--- config.mk ---
export PLATFORM = sky130hd
export DESIGN_NAME = ssd_window_sequencer_flat
export DESIGN_NICKNAME = d
export VERILOG_FILES = /design/src/rtl/ssd_pkg.sv /design/src/rtl/ssd_window_sequencer_if.sv /design/src/rtl/ssd_min_tracker.sv /design/src/rtl/ssd_window_sequencer.sv /design/src/flat_wrapper.sv
export SDC_FILE = /design/constraint.sdc
export NUM_CORES = 1
export LEC_CHECK = 0
export BUFFER_PORTS_ARGS = -buffer_cell sky130_fd_sc_hd__clkbuf_2
export CORE_MARGIN = 2
export CORE_UTILIZATION = 38
export CTS_BUF_LIST = sky130_fd_sc_hd__clkbuf_16
export CTS_CLUSTER_DIAMETER = 60
export DETAILED_ROUTE_END_ITERATION = 8
export GPL_TIMING_DRIVEN = 0
export SYNTH_ARGS = -nofsm -noshare
export SYNTH_HDL_FRONTEND = slang
export SYNTH_SLANG_ARGS = --single-unit
--- constraint.sdc ---
create_clock -name clk_in -period 4.1 [get_ports clk_in]
set_input_delay 1.23 -clock clk_in [delete_from_list [all_inputs] [get_ports clk_in]]
set_output_delay 1.23 -clock clk_in [all_outputs]
set_load 0.05 [all_outputs]
--- src/rtl/ssd_pkg.sv ---
// Shared constants, types and helpers for the window SSD sequencer and its minimum tracker.
package ssd_pkg;

    localparam int WIN_ROWS    = 6;
    localparam int MAX_DISP    = 32;
    localparam int RD_LATENCY  = 2;
    localparam int MAC_W       = 20;
    localparam int SUM_W       = MAC_W + $clog2(WIN_ROWS);
    localparam int TIMEOUT_CYC = 64;
    localparam int ROW_W       = 48;

    localparam int NUM_W     = $clog2(MAX_DISP) + 1;
    localparam int DISP_W    = $clog2(MAX_DISP);
    localparam int ROW_IDX_W = $clog2(WIN_ROWS);
    localparam int RADDR_W   = $clog2(MAX_DISP * WIN_ROWS);

    typedef logic [DISP_W-1:0] disp_t;
    typedef logic [SUM_W-1:0]  ssd_t;
    typedef logic [NUM_W-1:0]  num_t;

    typedef enum logic [2:0] {
        IDLE,
        READ,
        WAIT_RD,
        ISSUE,
        WAIT_MAC,
        COMPARE,
        DONE
    } seq_state_t;

    // Requests beyond the right buffer's capacity are reduced to the full disparity range.
    function automatic num_t clamp_num(input num_t n);
        return (n > num_t'(MAX_DISP)) ? num_t'(MAX_DISP) : n;
    endfunction

endpackage

--- src/rtl/ssd_window_sequencer_if.sv ---
// Row-MAC request/response bundle; the master side issues row pairs, the slave side returns row SSDs.
interface ssd_window_sequencer_if;
    import ssd_pkg::*;

    logic [ROW_W-1:0] mac_left_row_out;
    logic [ROW_W-1:0] mac_right_row_out;
    logic             mac_valid_out;
    logic [MAC_W-1:0] mac_acc_in;
    logic             mac_valid_in;

    modport master (
        output mac_left_row_out,
        output mac_right_row_out,
        output mac_valid_out,
        input  mac_acc_in,
        input  mac_valid_in
    );

    modport slave (
        input  mac_left_row_out,
        input  mac_right_row_out,
        input  mac_valid_out,
        output mac_acc_in,
        output mac_valid_in
    );

endinterface

--- src/rtl/ssd_min_tracker.sv ---
// Running minimum of window sums; o_best_* already include the candidate being compared this cycle.
module ssd_min_tracker
    import ssd_pkg::*;
(
    input  logic  clk_in,
    input  logic  rst_in,
    input  logic  i_init,
    input  logic  i_cmp,
    input  ssd_t  i_sum,
    input  disp_t i_disp,
    output ssd_t  o_best_ssd,
    output disp_t o_best_disp
);

    ssd_t  r_best_ssd;
    disp_t r_best_disp;
    logic  w_better;

    // Strict less-than: an equal sum never displaces the lower disparity already held.
    assign w_better    = i_cmp && (i_sum < r_best_ssd);
    assign o_best_ssd  = w_better ? i_sum  : r_best_ssd;
    assign o_best_disp = w_better ? i_disp : r_best_disp;

    // NOTE: state registers take non-blocking assignments so every flop samples pre-edge values.
    always_ff @(posedge clk_in) begin
        if (rst_in || i_init) begin
            r_best_ssd  <= '1;
            r_best_disp <= '0;
        end else begin
            r_best_ssd  <= o_best_ssd;
            r_best_disp <= o_best_disp;
        end
    end

endmodule

--- src/rtl/ssd_window_sequencer.sv ---
// Walks a WIN_ROWS-row left window against up to MAX_DISP right candidates through a one-deep MAC
// engine and reports the minimum-SSD disparity. Optional watchdog: define SSD_SEQ_TIMEOUT_EN.
module ssd_window_sequencer
    import ssd_pkg::*;
(
    input  logic                 clk_in,
    input  logic                 rst_in,
    input  logic                 start_in,
    input  num_t                 num_disp_in,
    output logic                 busy_out,
    output logic [ROW_IDX_W-1:0] left_addr_out,
    output logic [RADDR_W-1:0]   right_addr_out,
    input  logic [ROW_W-1:0]     left_data_in,
    input  logic [ROW_W-1:0]     right_data_in,
    ssd_window_sequencer_if.master mac,
    output disp_t                best_disp_out,
    output ssd_t                 best_ssd_out,
    output logic                 done_out
`ifdef SSD_SEQ_TIMEOUT_EN
    ,
    output logic                 timeout_err_out
`endif
);

    localparam int WAIT_W = $clog2(RD_LATENCY + 1);

    seq_state_t           r_state;
    seq_state_t           w_next;
    num_t                 r_num;
    logic [ROW_IDX_W-1:0] r_row;
    disp_t                r_disp;
    ssd_t                 r_sum;
    logic [WAIT_W-1:0]    r_wait;
    logic [ROW_W-1:0]     r_left_row;
    logic [ROW_W-1:0]     r_right_row;
    logic                 r_mac_valid;
    ssd_t                 r_best_ssd;
    disp_t                r_best_disp;

    logic  w_last_row;
    logic  w_last_disp;
    logic  w_rd_done;
    logic  w_timeout;
    logic  w_init;
    logic  w_issue;
    logic  w_accum;
    logic  w_cmp;
    logic  w_publish;
    ssd_t  w_best_ssd;
    disp_t w_best_disp;

    assign w_last_row  = (r_row == ROW_IDX_W'(WIN_ROWS - 1));
    assign w_last_disp = (({1'b0, r_disp} + num_t'(1)) == r_num);
    assign w_rd_done   = (r_wait == WAIT_W'(RD_LATENCY - 1));
    assign w_publish   = w_cmp && w_last_disp;

    // Addresses come straight from the row/disparity counters, which only move outside READ..ISSUE.
    assign left_addr_out  = r_row;
    assign right_addr_out = RADDR_W'(r_disp) * RADDR_W'(WIN_ROWS) + RADDR_W'(r_row);

    assign mac.mac_left_row_out  = r_left_row;
    assign mac.mac_right_row_out = r_right_row;
    assign mac.mac_valid_out     = r_mac_valid;
    assign best_ssd_out          = r_best_ssd;
    assign best_disp_out         = r_best_disp;

    always_ff @(posedge clk_in) begin
        if (rst_in) begin
            r_state <= IDLE;
        end else begin
            r_state <= w_next;
        end
    end

    // NOTE: every combinational output gets a default first so no path leaves it unassigned (no latch).
    always_comb begin
        w_next = r_state;
        case (r_state)
            IDLE:     if (start_in) w_next = (num_disp_in != '0) ? READ : DONE;
            READ:     w_next = WAIT_RD;
            WAIT_RD:  if (w_rd_done) w_next = ISSUE;
            ISSUE:    w_next = WAIT_MAC;
            WAIT_MAC: begin
                if (mac.mac_valid_in) begin
                    w_next = w_last_row ? COMPARE : READ;
                end else if (w_timeout) begin
                    w_next = DONE;
                end
            end
            COMPARE:  w_next = w_last_disp ? DONE : READ;
            DONE:     w_next = IDLE;
            default:  w_next = IDLE;
        endcase
    end

    always_comb begin
        busy_out = 1'b1;
        done_out = 1'b0;
        w_init   = 1'b0;
        w_issue  = 1'b0;
        w_accum  = 1'b0;
        w_cmp    = 1'b0;
        case (r_state)
            IDLE: begin
                busy_out = 1'b0;
                w_init   = start_in;
            end
            ISSUE:    w_issue = 1'b1;
            WAIT_MAC: w_accum = mac.mac_valid_in;
            COMPARE:  w_cmp   = 1'b1;
            DONE:     done_out = 1'b1;
            default:  ;
        endcase
    end

    ssd_min_tracker u_tracker (
        .clk_in      (clk_in),
        .rst_in      (rst_in),
        .i_init      (w_init),
        .i_cmp       (w_cmp),
        .i_sum       (r_sum),
        .i_disp      (r_disp),
        .o_best_ssd  (w_best_ssd),
        .o_best_disp (w_best_disp)
    );

    always_ff @(posedge clk_in) begin
        if (rst_in) begin
            r_num       <= '0;
            r_row       <= '0;
            r_disp      <= '0;
            r_sum       <= '0;
            r_wait      <= '0;
            r_left_row  <= '0;
            r_right_row <= '0;
            r_mac_valid <= 1'b0;
            r_best_ssd  <= '1;
            r_best_disp <= '0;
        end else begin
            r_mac_valid <= w_issue;
            if (w_issue) begin
                r_left_row  <= left_data_in;
                r_right_row <= right_data_in;
            end
            if (r_state == READ) begin
                r_wait <= '0;
            end else if (r_state == WAIT_RD) begin
                r_wait <= r_wait + 1'b1;
            end
            if (w_init) begin
                r_num  <= clamp_num(num_disp_in);
                r_row  <= '0;
                r_disp <= '0;
                r_sum  <= '0;
            end
            if (w_accum) begin
                r_sum <= r_sum + SUM_W'(mac.mac_acc_in);
                if (!w_last_row) r_row <= r_row + 1'b1;
            end
            if (w_cmp) begin
                r_sum <= '0;
                r_row <= '0;
                if (!w_last_disp) r_disp <= r_disp + 1'b1;
            end
            // Results become visible together with done_out; a timed-out run never reaches here.
            if (w_publish) begin
                r_best_ssd  <= w_best_ssd;
                r_best_disp <= w_best_disp;
            end else if (w_init && (num_disp_in == '0)) begin
                r_best_ssd  <= '1;
                r_best_disp <= '0;
            end
        end
    end

`ifdef SSD_SEQ_TIMEOUT_EN
    localparam int TO_W = $clog2(TIMEOUT_CYC);

    logic [TO_W-1:0] r_to_cnt;
    logic            r_timeout;

    assign w_timeout       = (r_to_cnt == TO_W'(TIMEOUT_CYC - 1)) && !mac.mac_valid_in;
    assign timeout_err_out = r_timeout;

    always_ff @(posedge clk_in) begin
        if (rst_in) begin
            r_to_cnt  <= '0;
            r_timeout <= 1'b0;
        end else begin
            r_to_cnt <= (r_state == WAIT_MAC) ? r_to_cnt + 1'b1 : '0;
            if (w_init) begin
                r_timeout <= 1'b0;
            end else if ((r_state == WAIT_MAC) && w_timeout) begin
                r_timeout <= 1'b1;
            end
        end
    end
`else
    assign w_timeout = 1'b0;
`endif

endmodule
--- src/flat_wrapper.sv ---
// flat-port wrapper written by rule: the top's interface ports become plain ports
module ssd_window_sequencer_flat import ssd_pkg::*;
  (clk_in, rst_in, start_in, num_disp_in, busy_out, left_addr_out, right_addr_out, left_data_in, right_data_in, best_disp_out, best_ssd_out, done_out, mac_mac_left_row_out, mac_mac_right_row_out, mac_mac_valid_out, mac_mac_acc_in, mac_mac_valid_in);
  ssd_window_sequencer_if mac_i ();
  input  logic clk_in;
  input  logic rst_in;
  input  logic start_in;
  input  num_t num_disp_in;
  output logic busy_out;
  output logic [ROW_IDX_W-1:0] left_addr_out;
  output logic [RADDR_W-1:0] right_addr_out;
  input  logic [ROW_W-1:0] left_data_in;
  input  logic [ROW_W-1:0] right_data_in;
  output disp_t best_disp_out;
  output ssd_t best_ssd_out;
  output logic done_out;
  output wire logic [$bits(mac_i.mac_left_row_out)-1:0] mac_mac_left_row_out;
  output wire logic [$bits(mac_i.mac_right_row_out)-1:0] mac_mac_right_row_out;
  output wire logic [$bits(mac_i.mac_valid_out)-1:0] mac_mac_valid_out;
  input wire logic [$bits(mac_i.mac_acc_in)-1:0] mac_mac_acc_in;
  input wire logic [$bits(mac_i.mac_valid_in)-1:0] mac_mac_valid_in;
  assign mac_mac_left_row_out = mac_i.mac_left_row_out;
  assign mac_mac_right_row_out = mac_i.mac_right_row_out;
  assign mac_mac_valid_out = mac_i.mac_valid_out;
  assign mac_i.mac_acc_in = mac_mac_acc_in;
  assign mac_i.mac_valid_in = mac_mac_valid_in;
  ssd_window_sequencer u_core (.clk_in(clk_in), .rst_in(rst_in), .start_in(start_in), .num_disp_in(num_disp_in), .busy_out(busy_out), .left_addr_out(left_addr_out), .right_addr_out(right_addr_out), .left_data_in(left_data_in), .right_data_in(right_data_in), .mac(mac_i), .best_disp_out(best_disp_out), .best_ssd_out(best_ssd_out), .done_out(done_out));
endmodule
# Word-level counts from Yosys, hierarchy flattened
# Cells that the tools add are included.
[totals] wordCells=74 output_inout_bits=138 in_bits=126 regBits=195
[op_classes] mux=28 n_lt_le_gt_ge=2 eq_ne=12 n_addsub=6 multipliers=1 n_reduce_logical=12
[op_table] op="23-bit 2-to-1 mux" n=5
[op_table] op="5-bit 2-to-1 mux" n=6
[op_table] op="3-bit 2-to-1 mux" n=9
[op_table] op="23-bit by 20-bit adder with 23-bit output" n=1
[op_table] op="23-bit less-than comparator" n=1
[op_table] op="3-bit case mux with 6 select lines" n=1
[op_table] op="3-bit == test, second input constant" n=4
[op_table] op="8-bit by 3-bit adder with 8-bit output" n=1
[op_table] op="5-bit by 2-bit multiplier with 7-bit output, second input constant" n=1
[op_table] op="5-bit by 1-bit adder with 6-bit output, second input constant" n=1
[op_table] op="3-bit by 2-bit == test with 1-bit output, second input constant" n=2
[op_table] op="6-bit == test" n=1
[op_table] op="6-bit > comparator, second input constant" n=1
[op_table] op="6-bit zero test" n=1
[op_table] op="1-bit 2-to-1 mux" n=6
[op_table] op="6-bit 2-to-1 mux" n=1
[op_table] op="6-bit nonzero test" n=1
[op_table] op="5-bit by 1-bit adder with 5-bit output, second input constant" n=1
[op_table] op="2-bit != test, second input constant" n=2
[op_table] op="2-bit nonzero test" n=2
[op_table] op="2-bit OR reduction" n=2
[op_table] op="3-bit by 1-bit adder with 3-bit output, second input constant" n=1
[op_table] op="3-bit by 1-bit == test with 1-bit output, second input constant" n=1
[op_table] op="1-bit logical AND" n=3
[op_table] op="6 further kinds" n=6

# Longest topological paths before layout
# Gate-level depths: netlist of the first run.
[depth] depth_word=5 mapped_depth=11 ltp_nobuf=9

# Cells and area by module
# Synthesis of the first run repeated with hierarchy kept, for this count alone.
[unflattened] cells_unflattened=1160 hier_area_um2=9349.0
[by_module_without_submodules] module="ssd_window_sequencer" area_per_inst_um2=7551.0 instances=1 cells_per_inst=948 seq_area_each_um2=3343.2
[by_module_without_submodules] module="ssd_min_tracker" area_per_inst_um2=1798.0 instances=1 cells_per_inst=212 seq_area_each_um2=560.5

# Worst setup path after synthesis of the first run
# No wires, ideal clock.
[synth_timing] path_type="register -> output" start="register u_core.r_disp[2]" end="output right_addr_out[6]" arrival_time_ns=2.309 required_ns=2.870 setup_slack_ns=0.561 stages_incl_launch_ff=7 n_path_buf=0 cell_sequence="dfxtp_1 > ha_1 > a21o_1 > a21oi_1 > xnor2_1 > nor3b_1 > xor2_1"
[synth_via] elab_chain_len=2
[synth_rtl] element="start: declaration" line="ssd_window_sequencer.sv:31" rtl="disp_t r_disp;"
[synth_rtl] element="start signal: assignment" line="ssd_window_sequencer.sv:163" rtl="if (!w_last_disp) r_disp <= r_disp + 1'b1;"
[synth_rtl] element="5-bit by 2-bit multiplier with 7-bit output" line="ssd_window_sequencer.sv:59" rtl="assign right_addr_out = RADDR_W'(r_disp) * RADDR_W'(WIN_ROWS) + RADDR_W'(r_row);"
[synth_rtl] element="8-bit by 3-bit adder with 8-bit output" line="ssd_window_sequencer.sv:59"
[synth_rtl] element="end: declaration" line="flat_wrapper.sv:11" rtl="output logic [RADDR_W-1:0] right_addr_out;"
# Every way passes these cells.

# Worst setup path in the final report of the first run
[layout_timing] start="register u_core.r_disp[1]" end="output right_addr_out[7]"
# The elaborated chain is that of the path after synthesis.

==> results of run 1 <==
path summary, 6_finish.rpt:
check | startpoint | endpoint | slack [ps] | cells past startpoint
worst max-delay path | u_core.r_disp[1] | right_addr_out[7] | 220 | 9
worst min-delay path | u_core.best_disp_out[1] | u_core.best_disp_out[1] | 450 | 2
worst max register to register | u_core.r_sum[0] | u_core.r_sum[20] | 1080 | 9
worst min register to register | u_core.best_disp_out[1] | u_core.best_disp_out[1] | 450 | 2
metrics by stage:
stage / util [%] / hold slack (ps)
floorplan: - / 454
global placement: 46.4 / 441
detailed placement: 46.4 / 447
CTS: 49.3 / 459
global route: 49.3 / 477
finish: 49.3 / 455
sequential cells by signal, summed over array words and instances (netlist names), 2 cells and up:
register / flops
u_core.u_tracker.r_best_ssd: 23
u_core.r_state: 3
u_core.mac.mac_left_row_out: 48
u_core.r_disp: 5
u_core.mac.mac_right_row_out: 48
u_core.best_ssd_out: 23
u_core.best_disp_out: 5
u_core.r_wait: 2
u_core.left_addr_out: 3
u_core.r_sum: 23
u_core.r_num: 6
u_core.u_tracker.r_best_disp: 5
cells by family after synthesis:
logic type,synth area share [%]
AND/OR/NAND/NOR,19.5
AO/OA/AOI/OAI,17.3
flip-flops,44.0
buffers and inverters,4.74
adder cells (fa/ha/maj),8.16
multiplexers,3.51
XOR/XNOR,2.82
repair_timing:
action	CTS	global route
setup endpoints to repair	0	1
hold buffers	0	0
endpoints found under the hold margin	0	0
gates resized for setup	0	1
per-layer routing:
layer  vias to the layer above  track usage (%)  routed length (um)
met5                         -                0                   0
met4                         0             7.21                 482
met3                        29             7.73                1950
met2                       208             35.4               12300
met1                      3745             25.0               11000
li1                       4273                -                   -
cell usage after synthesis, types with 6 or more instances:
cell | instances | share of area (%)
nand4_1 | 9 | 0.63
inv_1 | 37 | 1.6
xnor2_1 | 12 | 1.2
buf_2 | 6 | 0.34
nand3_1 | 8 | 0.45
a21o_1 | 9 | 0.76
a22oi_1 | 6 | 0.51
a31oi_1 | 7 | 0.49
nor3b_1 | 10 | 0.85
or3_1 | 6 | 0.42
dfxtp_1 | 195 | 44
o21ai_0 | 32 | 1.8
nand2_1 | 265 | 11
nor3_1 | 11 | 0.62
buf_1 | 7 | 0.30
clkbuf_1 | 39 | 1.7
nand2b_1 | 8 | 0.56
o21a_1 | 8 | 0.68
xor2_1 | 14 | 1.4
mux2i_1 | 30 | 3.4
a21oi_1 | 172 | 9.7
o211ai_1 | 6 | 0.51
nor2_1 | 74 | 3.1
o22ai_1 | 6 | 0.42
ha_1 | 53 | 7.5
layout make-up:
type / instances / area share (%)
Multi-Input combinational cell: 796 / 40.5
Sequential cell: 195 / 34.7
Timing Repair Buffer: 263 / 11.7
Clock buffer: 17 / 3.79
Tap cell: 313 / 3.49
Buffer: 59 / 2.47
Clock inverter: 15 / 1.98
Inverter: 38 / 1.27
Antenna cell: 4 / 0.0891
worst reg2reg max path, delay by kind of cell (launching register included):
family,cells,cell delay [ps]
AO/OA/AOI/OAI,4,1390
adder cells (fa/ha/maj),2,640
flip-flops,1,340
AND/OR/NAND/NOR,3,510
report_power, final:
group / switching, mW / internal [mW] / leakage, nW
Clock: 0.900 / 0.908 / 0.313
Combinational: 0.781 / 0.282 / 3.40
Sequential: 0.0578 / 2.00 / 1.58
Total: 1.74 / 3.19 / 5.28
==> flow_summary.yaml, run 1 <==
route:
  postRouteAntennaNets: 0
  viasPerCell: 4.86
  drc_errors: 0
  num_vias: 8255
  drt_wl_total_mm: 25.7
  routedWlPerCell_um: 15.1
  drt_iter0_drc: 400
  firstDrtPassIters: 7
clock_network:
  cts_setup_buffers: 0
  cts_buffers: 17
  clock_sinks: 195
  cts-htree-levels: 4
  clock_latency_ps: 450
  clock_path_buffers: 2
  cts.clk_slew.worst_paths_ps: 80
  cts_tree: "yes"
  root_buffer: "clkbuf_16"
power_and_ir_drop:
  power_mw: 4.92
  peakVddDrop_mv: 0.216
  power_density_nw_per_um2: 438
  power.leakage_nw: 5.28
placement:
  pre_cts_slack_ps: 158
  dp_cells: 1664
  io_buffers: 263
  dp_hpwl_mm: 20.1
  place_area_um2: 10600
  place.gp.congestion: 0.831
timing:
  setup_slack_ps: 224
  setup_tns_ps: 0
  hold_viol: 0
  clock.fmax_mhz: 258
  fin_crit_sh_pct: 94.5
  fin_crit_ps: 3880
  fin_worst_skew_ps: 18.7
  tightest_slew_ps: 662
  maxSlewHeadroom_pct: 55.5
  timing.final.max_slew_violations: 0
  rsz0062_at_grt: "false"
  final-setup-viol-count: 0
synthesis:
  ys_seq_area_share_pct: 44.0
  syn_area_per_cell_um2: 8.15
  synth-edff-count: 0
  syn_area_um2: 8870
  yosysWarnings: 0
  ys_seq_elements: 195
  synthDistinctLibCells: 55
  synthCells: 1088
  synthFlopType: "dfxtp_1"
  synth_fp_nets: 1270
  async_flop_share_pct: 0
cells_and_area:
  fill_cells: 2280
  final_cell_mix: "265 x nand2_1, 263 x clkbuf_2, 195 x dfxtp_1"
  instances_no_fill: 1700
  area.sequential_um2: 3900
  final_area_um2: 11200
  drive_gt1_share_pct: 22.9
  multi_input_area_um2: 4550
  area_growth_pct: 26.7
  layout.nets: 1552
  layout_commonest_cell: "nand2_1"
setup_path:
  cpMaxStageDelayCell: "fa_1"
  path_class: "reg -> out"
  crit_path_end_kind: "output pin"
  setup.worst_path.start_class: "flip-flop"
  cp_max_fo: 7
  critPathBufInv: 1
  max_stage_delay_ps: 430
  crit_required_ps: 2870
  critPathArrivalTime_ps: 2650
  critPathTopFamily: "adder cells"
  path_cells: "ha_1, fa_1, a21oi_1, o21bai_1, xor2_1, o211ai_1, nand2_1, nand2b_1, clkbuf_2"
floorplanning:
  die_x_um: 157
  core_area_um2: 22800
  start_util_pct: 38.9
  fp-row-count: 55
  die_area_um2: 24600
  ios: 264
  die_h_um: 157
status:
  status: "finished, final reports clean"
grt:
  grt_max_degree: 23
  grt_usage_pct: 21.1
  grt_first_pass_wirelength_mm: 40.8
  antenna_found_initial: 3
  grt-ovfl-total: 0
  grt_pass1_vias: 8043
min_path:
  hold_class: "reg -> reg"
flow_run:
  cap_violations: 0
(Power assumes the default switching activity.)
==> run 2, diff against run 1 <==
--- a/config.mk
+++ b/config.mk
@@ -6,12 +6,16 @@
 export NUM_CORES = 1
 export LEC_CHECK = 0
 export BUFFER_PORTS_ARGS = -buffer_cell sky130_fd_sc_hd__clkbuf_2
+export CELL_PAD_IN_SITES_DETAIL_PLACEMENT = 1
+export CELL_PAD_IN_SITES_GLOBAL_PLACEMENT = 1
 export CORE_MARGIN = 2
-export CORE_UTILIZATION = 38
+export CORE_UTILIZATION = 37
 export CTS_BUF_LIST = sky130_fd_sc_hd__clkbuf_16
 export CTS_CLUSTER_DIAMETER = 60
 export DETAILED_ROUTE_END_ITERATION = 8
 export GPL_TIMING_DRIVEN = 0
+export MAX_ROUTING_LAYER = met4
+export PLACE_DENSITY_LB_ADDON = 0.1
 export SYNTH_ARGS = -nofsm -noshare
 export SYNTH_HDL_FRONTEND = slang
 export SYNTH_SLANG_ARGS = --single-unit
==> run 2 against run 1 <==
Count of clock-buffer cells in the layout stayed put. Sequential share of layout area grew 0.066 points. Critical path depth shrank 2. Utilization fell by 1.6 points. Critical endpoint is now right_addr_out[6]. First-iteration DRC count shrank 26%. Sequential power about the same. Power is 0.89% lower. Maximum frequency up 2.5%. Clock skew shrank 3.9 ps.
==> flow_summary.yaml, run 2 (synthesis gave the netlist of run 1 again) <==
route:
  drt_iter0_drc: 297
  drc_errors: 0
  routedWlPerCell_um: 16.5
  viasPerCell: 4.96
  num_vias: 8454
  firstDrtPassIters: 4
  postRouteAntennaNets: 0
  drt_wl_total_mm: 28.2
grt:
  grt_max_degree: 21
  grt_usage_pct: 23.0
  grt_first_pass_wirelength_mm: 45.7
  grt-ovfl-total: 0
  antenna_found_initial: 1
  grt_pass1_vias: 8829
setup_path:
  timing.rr.start: "u_core.r_sum[0]"
  crit_required_ps: 2870
  crit_path_end_kind: "output pin"
  r2r_slack_ps: 1100
  path_class: "reg -> out"
  reg2reg_depth: 9
  cp_max_fo: 7
  setup.worst_path.start_class: "flip-flop"
  critPathArrivalTime_ps: 2550
  worst_r2r_endpoint: "u_core.r_sum[20]"
clock_network:
  clock_latency_ps: 440
  cts_setup_buffers: 0
  ctsHoldBuffers: 0
  cts-htree-levels: 4
  clock_path_buffers: 2
  root_buffer: "clkbuf_16"
  clock_sinks: 195
  cts_resized: 0
  cts_tree: "yes"
  cts_buffers: 17
  cts.clk_slew.worst_paths_ps: 80
min_path:
  holdCritStartpoint: "u_core.best_disp_out[3]"
  worstHoldEndpoint: "u_core.best_disp_out[3]"
  holdPathStages: 2
  hold_class: "reg -> reg"
cells_and_area:
  fill_cells: 2968
  area.sequential_um2: 3900
  layout_commonest_cell: "nand2_1"
  multi_input_area_um2: 4560
  layout.nets: 1552
  drive_gt1_share_pct: 23.0
  area_growth_pct: 26.5
  final_cell_mix: "265 x nand2_1, 263 x clkbuf_2, 195 x dfxtp_1"
flow_run:
  cap_violations: 0
timing:
  setup_tns_ps: 0
  fin_hold_ws_ps: 452
  clock.fmax_mhz: 264
  timing.final.max_slew_violations: 0
  hold_viol: 0
  tightest_slew_ps: 739
  maxSlewHeadroom_pct: 50.7
  fin_crit_ps: 3780
  fin_crit_sh_pct: 92.2
  rsz0062_at_grt: "false"
  final-setup-viol-count: 0
  fin_worst_skew_ps: 14.8
power_and_ir_drop:
  peakVddDrop_mv: 0.275
  power.leakage_nw: 5.27
  power_density_nw_per_um2: 435
floorplanning:
  ios: 264
  fp-row-count: 56
  core_area_um2: 23500
  die_h_um: 159
  die_area_um2: 25200
  die_x_um: 159
  start_util_pct: 37.8
placement:
  io_buffers: 263
  dp_hpwl_mm: 21.9
  place.gp.congestion: 0.809
status:
  status: "finished, final reports clean"
## run 2: changes by cell type in the layout (fill, tap and decap cells not counted), sizes merged
cell    change
diode       -3
clkinv      +2
inv         -2
## run 2: stage by stage
| stage | instance area [um^2] | cells | utilization (%) | worst slack (ps) | power, mW |
|---|---|---|---|---|---|
| after floorplan | 8870 | 1088 | - | 561 | 2.85 |
| after global placement | 10600 | 1670 | 45.1 | 156 | 3.18 |
| after detailed placement | 10600 | 1670 | 45.1 | 76.0 | 3.19 |
| after CTS | 11200 | 1702 | 47.7 | 143 | 4.94 |
| after global routing | 11200 | 1703 | 47.8 | 32.6 | 5.12 |
| final | 11200 | 1703 | 47.8 | 318 | 4.88 |
## run 2: area by class of cell
cell class / instances / share of cell area, %
clock inverter: 15 / 1.68
timing repair buffer: 263 / 11.7
tap: 319 / 3.56
buffer: 59 / 2.48
multi-input combinational: 796 / 40.7
sequential: 195 / 34.8
clock buffer: 17 / 3.79
inverter: 38 / 1.27
antenna: 1 / 0.0223
## run 2: critical path, cell delays in order, from the launching register on
cell and delay [ps]:
dfxtp_1 540, ha_1 300, a21o_1 170, a21oi_2 270
xnor2_1 150, nor3b_1 240, xor2_1 160, clkbuf_2 290
## run 2: worst max path at each step
stage                 startpoint           endpoint  slack, ps  depth (start not counted)
2_1_floorplan   u_core.r_disp[2]  right_addr_out[6]        560                          6
3_5_place_dp   mac_mac_acc_in[0]   u_core.r_sum[20]         80                         10
5_1_grt         u_core.r_disp[1]  right_addr_out[7]         30                         10
6_report        u_core.r_disp[2]  right_addr_out[6]        320                          7
3_3_place_gp   mac_mac_acc_in[0]   u_core.r_sum[22]        160                         10
4_1_cts         u_core.r_disp[2]  right_addr_out[6]        140                          7
## run 2: power breakdown
group,internal [mW],switching (mW)
sequential,2.00,0.0579
combinational,0.283,0.800
clock,0.883,0.861
total,3.16,1.72
## run 2: layer usage
metal  global-route usage [%]  vias to the layer above  routed length [um]
met5                        -                        -                   0
met4                     6.26                        0                 473
met3                     6.03                       33                1840
met2                     38.6                      203               13500
met1                     27.2                     3958               12400
li1                         -                     4260                   -
==> run 3, diff against run 2 <==
--- a/config.mk
+++ b/config.mk
@@ -14,8 +14,8 @@
 export CTS_CLUSTER_DIAMETER = 60
 export DETAILED_ROUTE_END_ITERATION = 8
 export GPL_TIMING_DRIVEN = 0
-export MAX_ROUTING_LAYER = met4
 export PLACE_DENSITY_LB_ADDON = 0.1
+export SLEW_MARGIN = 40
 export SYNTH_ARGS = -nofsm -noshare
 export SYNTH_HDL_FRONTEND = slang
 export SYNTH_SLANG_ARGS = --single-unit
==> run 3 against run 2 <==
Power down 0.11%. Sequential share of layout area about the same. Clock power about the same. Clock skew down 1.2 ps. Non-clock buffer count unchanged. Utilization about the same. Sequential cell count unchanged. Design area about the same. Critical endpoint unchanged. Largest cell class unchanged.
==> flow_summary.yaml, run 3 (synthesis gave the netlist of run 1 again) <==
status:
  status: "finished, final reports clean"
timing:
  hold_viol: 0
  maxSlewHeadroom_pct: 51.7
  final-setup-viol-count: 0
  setup_tns_ps: 0
  clock.fmax_mhz: 265
  rsz0062_at_grt: "false"
  tightest_slew_ps: 724
  fin_hold_ws_ps: 452
  fin_crit_ps: 3780
  fin_crit_sh_pct: 92.1
  timing.final.max_slew_violations: 0
  fin_worst_skew_ps: 13.6
placement:
  place.gp.congestion: 0.798
  io_buffers: 263
  dp_hpwl_mm: 21.9
clock_network:
  clock_path_buffers: 2
  cts-htree-levels: 4
  clock_sinks: 195
  root_buffer: "clkbuf_16"
  cts_buffers: 17
  cts_setup_buffers: 0
  cts.clk_slew.worst_paths_ps: 80
  cts_resized: 0
  ctsHoldBuffers: 0
  cts_tree: "yes"
  clock_latency_ps: 440
setup_path:
  path_class: "reg -> out"
  setup.worst_path.start_class: "flip-flop"
  max_stage_delay_ps: 540
  cpMaxStageDelayCell: "dfxtp_1"
  path_cells: "ha_1, a21o_1, a21oi_2, xnor2_1, nor3b_1, xor2_1, clkbuf_2"
  critPathBufInv: 1
  critPathTopFamily: "flip-flops"
  crit_path_end_kind: "output pin"
  cp_max_fo: 7
  critPathArrivalTime_ps: 2550
  crit_required_ps: 2870
grt:
  antenna_found_initial: 1
  grt_first_pass_wirelength_mm: 45.7
  grt_pass1_vias: 8816
  grt_max_degree: 21
  grt-ovfl-total: 0
  grt_usage_pct: 22.3
route:
  routedWlPerCell_um: 16.5
  drc_errors: 0
  num_vias: 8453
  drt_wl_total_mm: 28.1
  drt_iter0_drc: 296
  viasPerCell: 4.97
  postRouteAntennaNets: 0
  firstDrtPassIters: 4
flow_run:
  cap_violations: 0
floorplanning:
  die_area_um2: 25200
  fp-row-count: 56
  die_x_um: 159
  die_h_um: 159
  core_area_um2: 23500
  ios: 264
  start_util_pct: 37.8
power_and_ir_drop:
  peakVddDrop_mv: 0.274
  power_density_nw_per_um2: 435
  power.leakage_nw: 5.27
  power_mw: 4.88
cells_and_area:
  drive_gt1_share_pct: 23.0
  layout.nets: 1552
  layout_commonest_cell: "nand2_1"
  final_cell_mix: "265 x nand2_1, 263 x clkbuf_2, 195 x dfxtp_1"
  antenna_cells: 0
  area_growth_pct: 26.5
min_path:
  hold_class: "reg -> reg"
-- run 3: cell types whose count changed in the layout (fill, tap and decap cells not counted), sizes merged --
cell   delta
diode     -1
-- run 3: area by class of cell --
type                            instances  area [um^2]
Fill cell                            2967        12300
Multi-Input combinational cell        796         4560
Sequential cell                       195         3900
Timing Repair Buffer                  263         1320
Clock buffer                           17          425
Tap cell                              319          399
Buffer                                 59          278
Clock inverter                         15          189
Inverter                               38          143
-- run 3: per-stage QoR --
step	cell area [um^2]	util (%)	cells	setup WS, ps
after global routing	11200	47.8	1702	34.4
final	11200	47.8	1702	323
after detailed placement	10600	45.1	1670	76.0
after CTS	11200	47.7	1702	143
after global placement	10600	45.1	1670	156
after floorplan	8870	-	1088	561
-- run 3: final timing paths --
kind / start / end / slack [ps] / cells past startpoint
setup / recovery: u_core.r_disp[2] / right_addr_out[6] / 320 / 7
hold / removal: u_core.best_disp_out[1] / u_core.best_disp_out[1] / 450 / 2
setup reg to reg: u_core.r_sum[0] / u_core.r_sum[20] / 1080 / 9
hold reg to reg: u_core.best_disp_out[1] / u_core.best_disp_out[1] / 450 / 2
-- run 3: worst min-delay path: stages, from the launching register on --
cell and delay (ps):
dfxtp_1 310, inv_1 50, o22ai_1 50
-- run 3: layer usage --
layer / GRT usage [%] / share of wire (%) / up-vias
met4: 6.26 / 1.7 / 2
met2: 38.6 / 48 / 206
met3: 6.92 / 7.3 / 33
met1: 26.7 / 43 / 3951
li1: - / - / 4261
met5: 0 / 0.046 / -
-- run 3: where the power goes --
group,switching (mW),internal (mW),total (mW)
logic,0.798,0.283,1.08
clock network,0.858,0.883,1.74
registers,0.0581,2.00,2.05
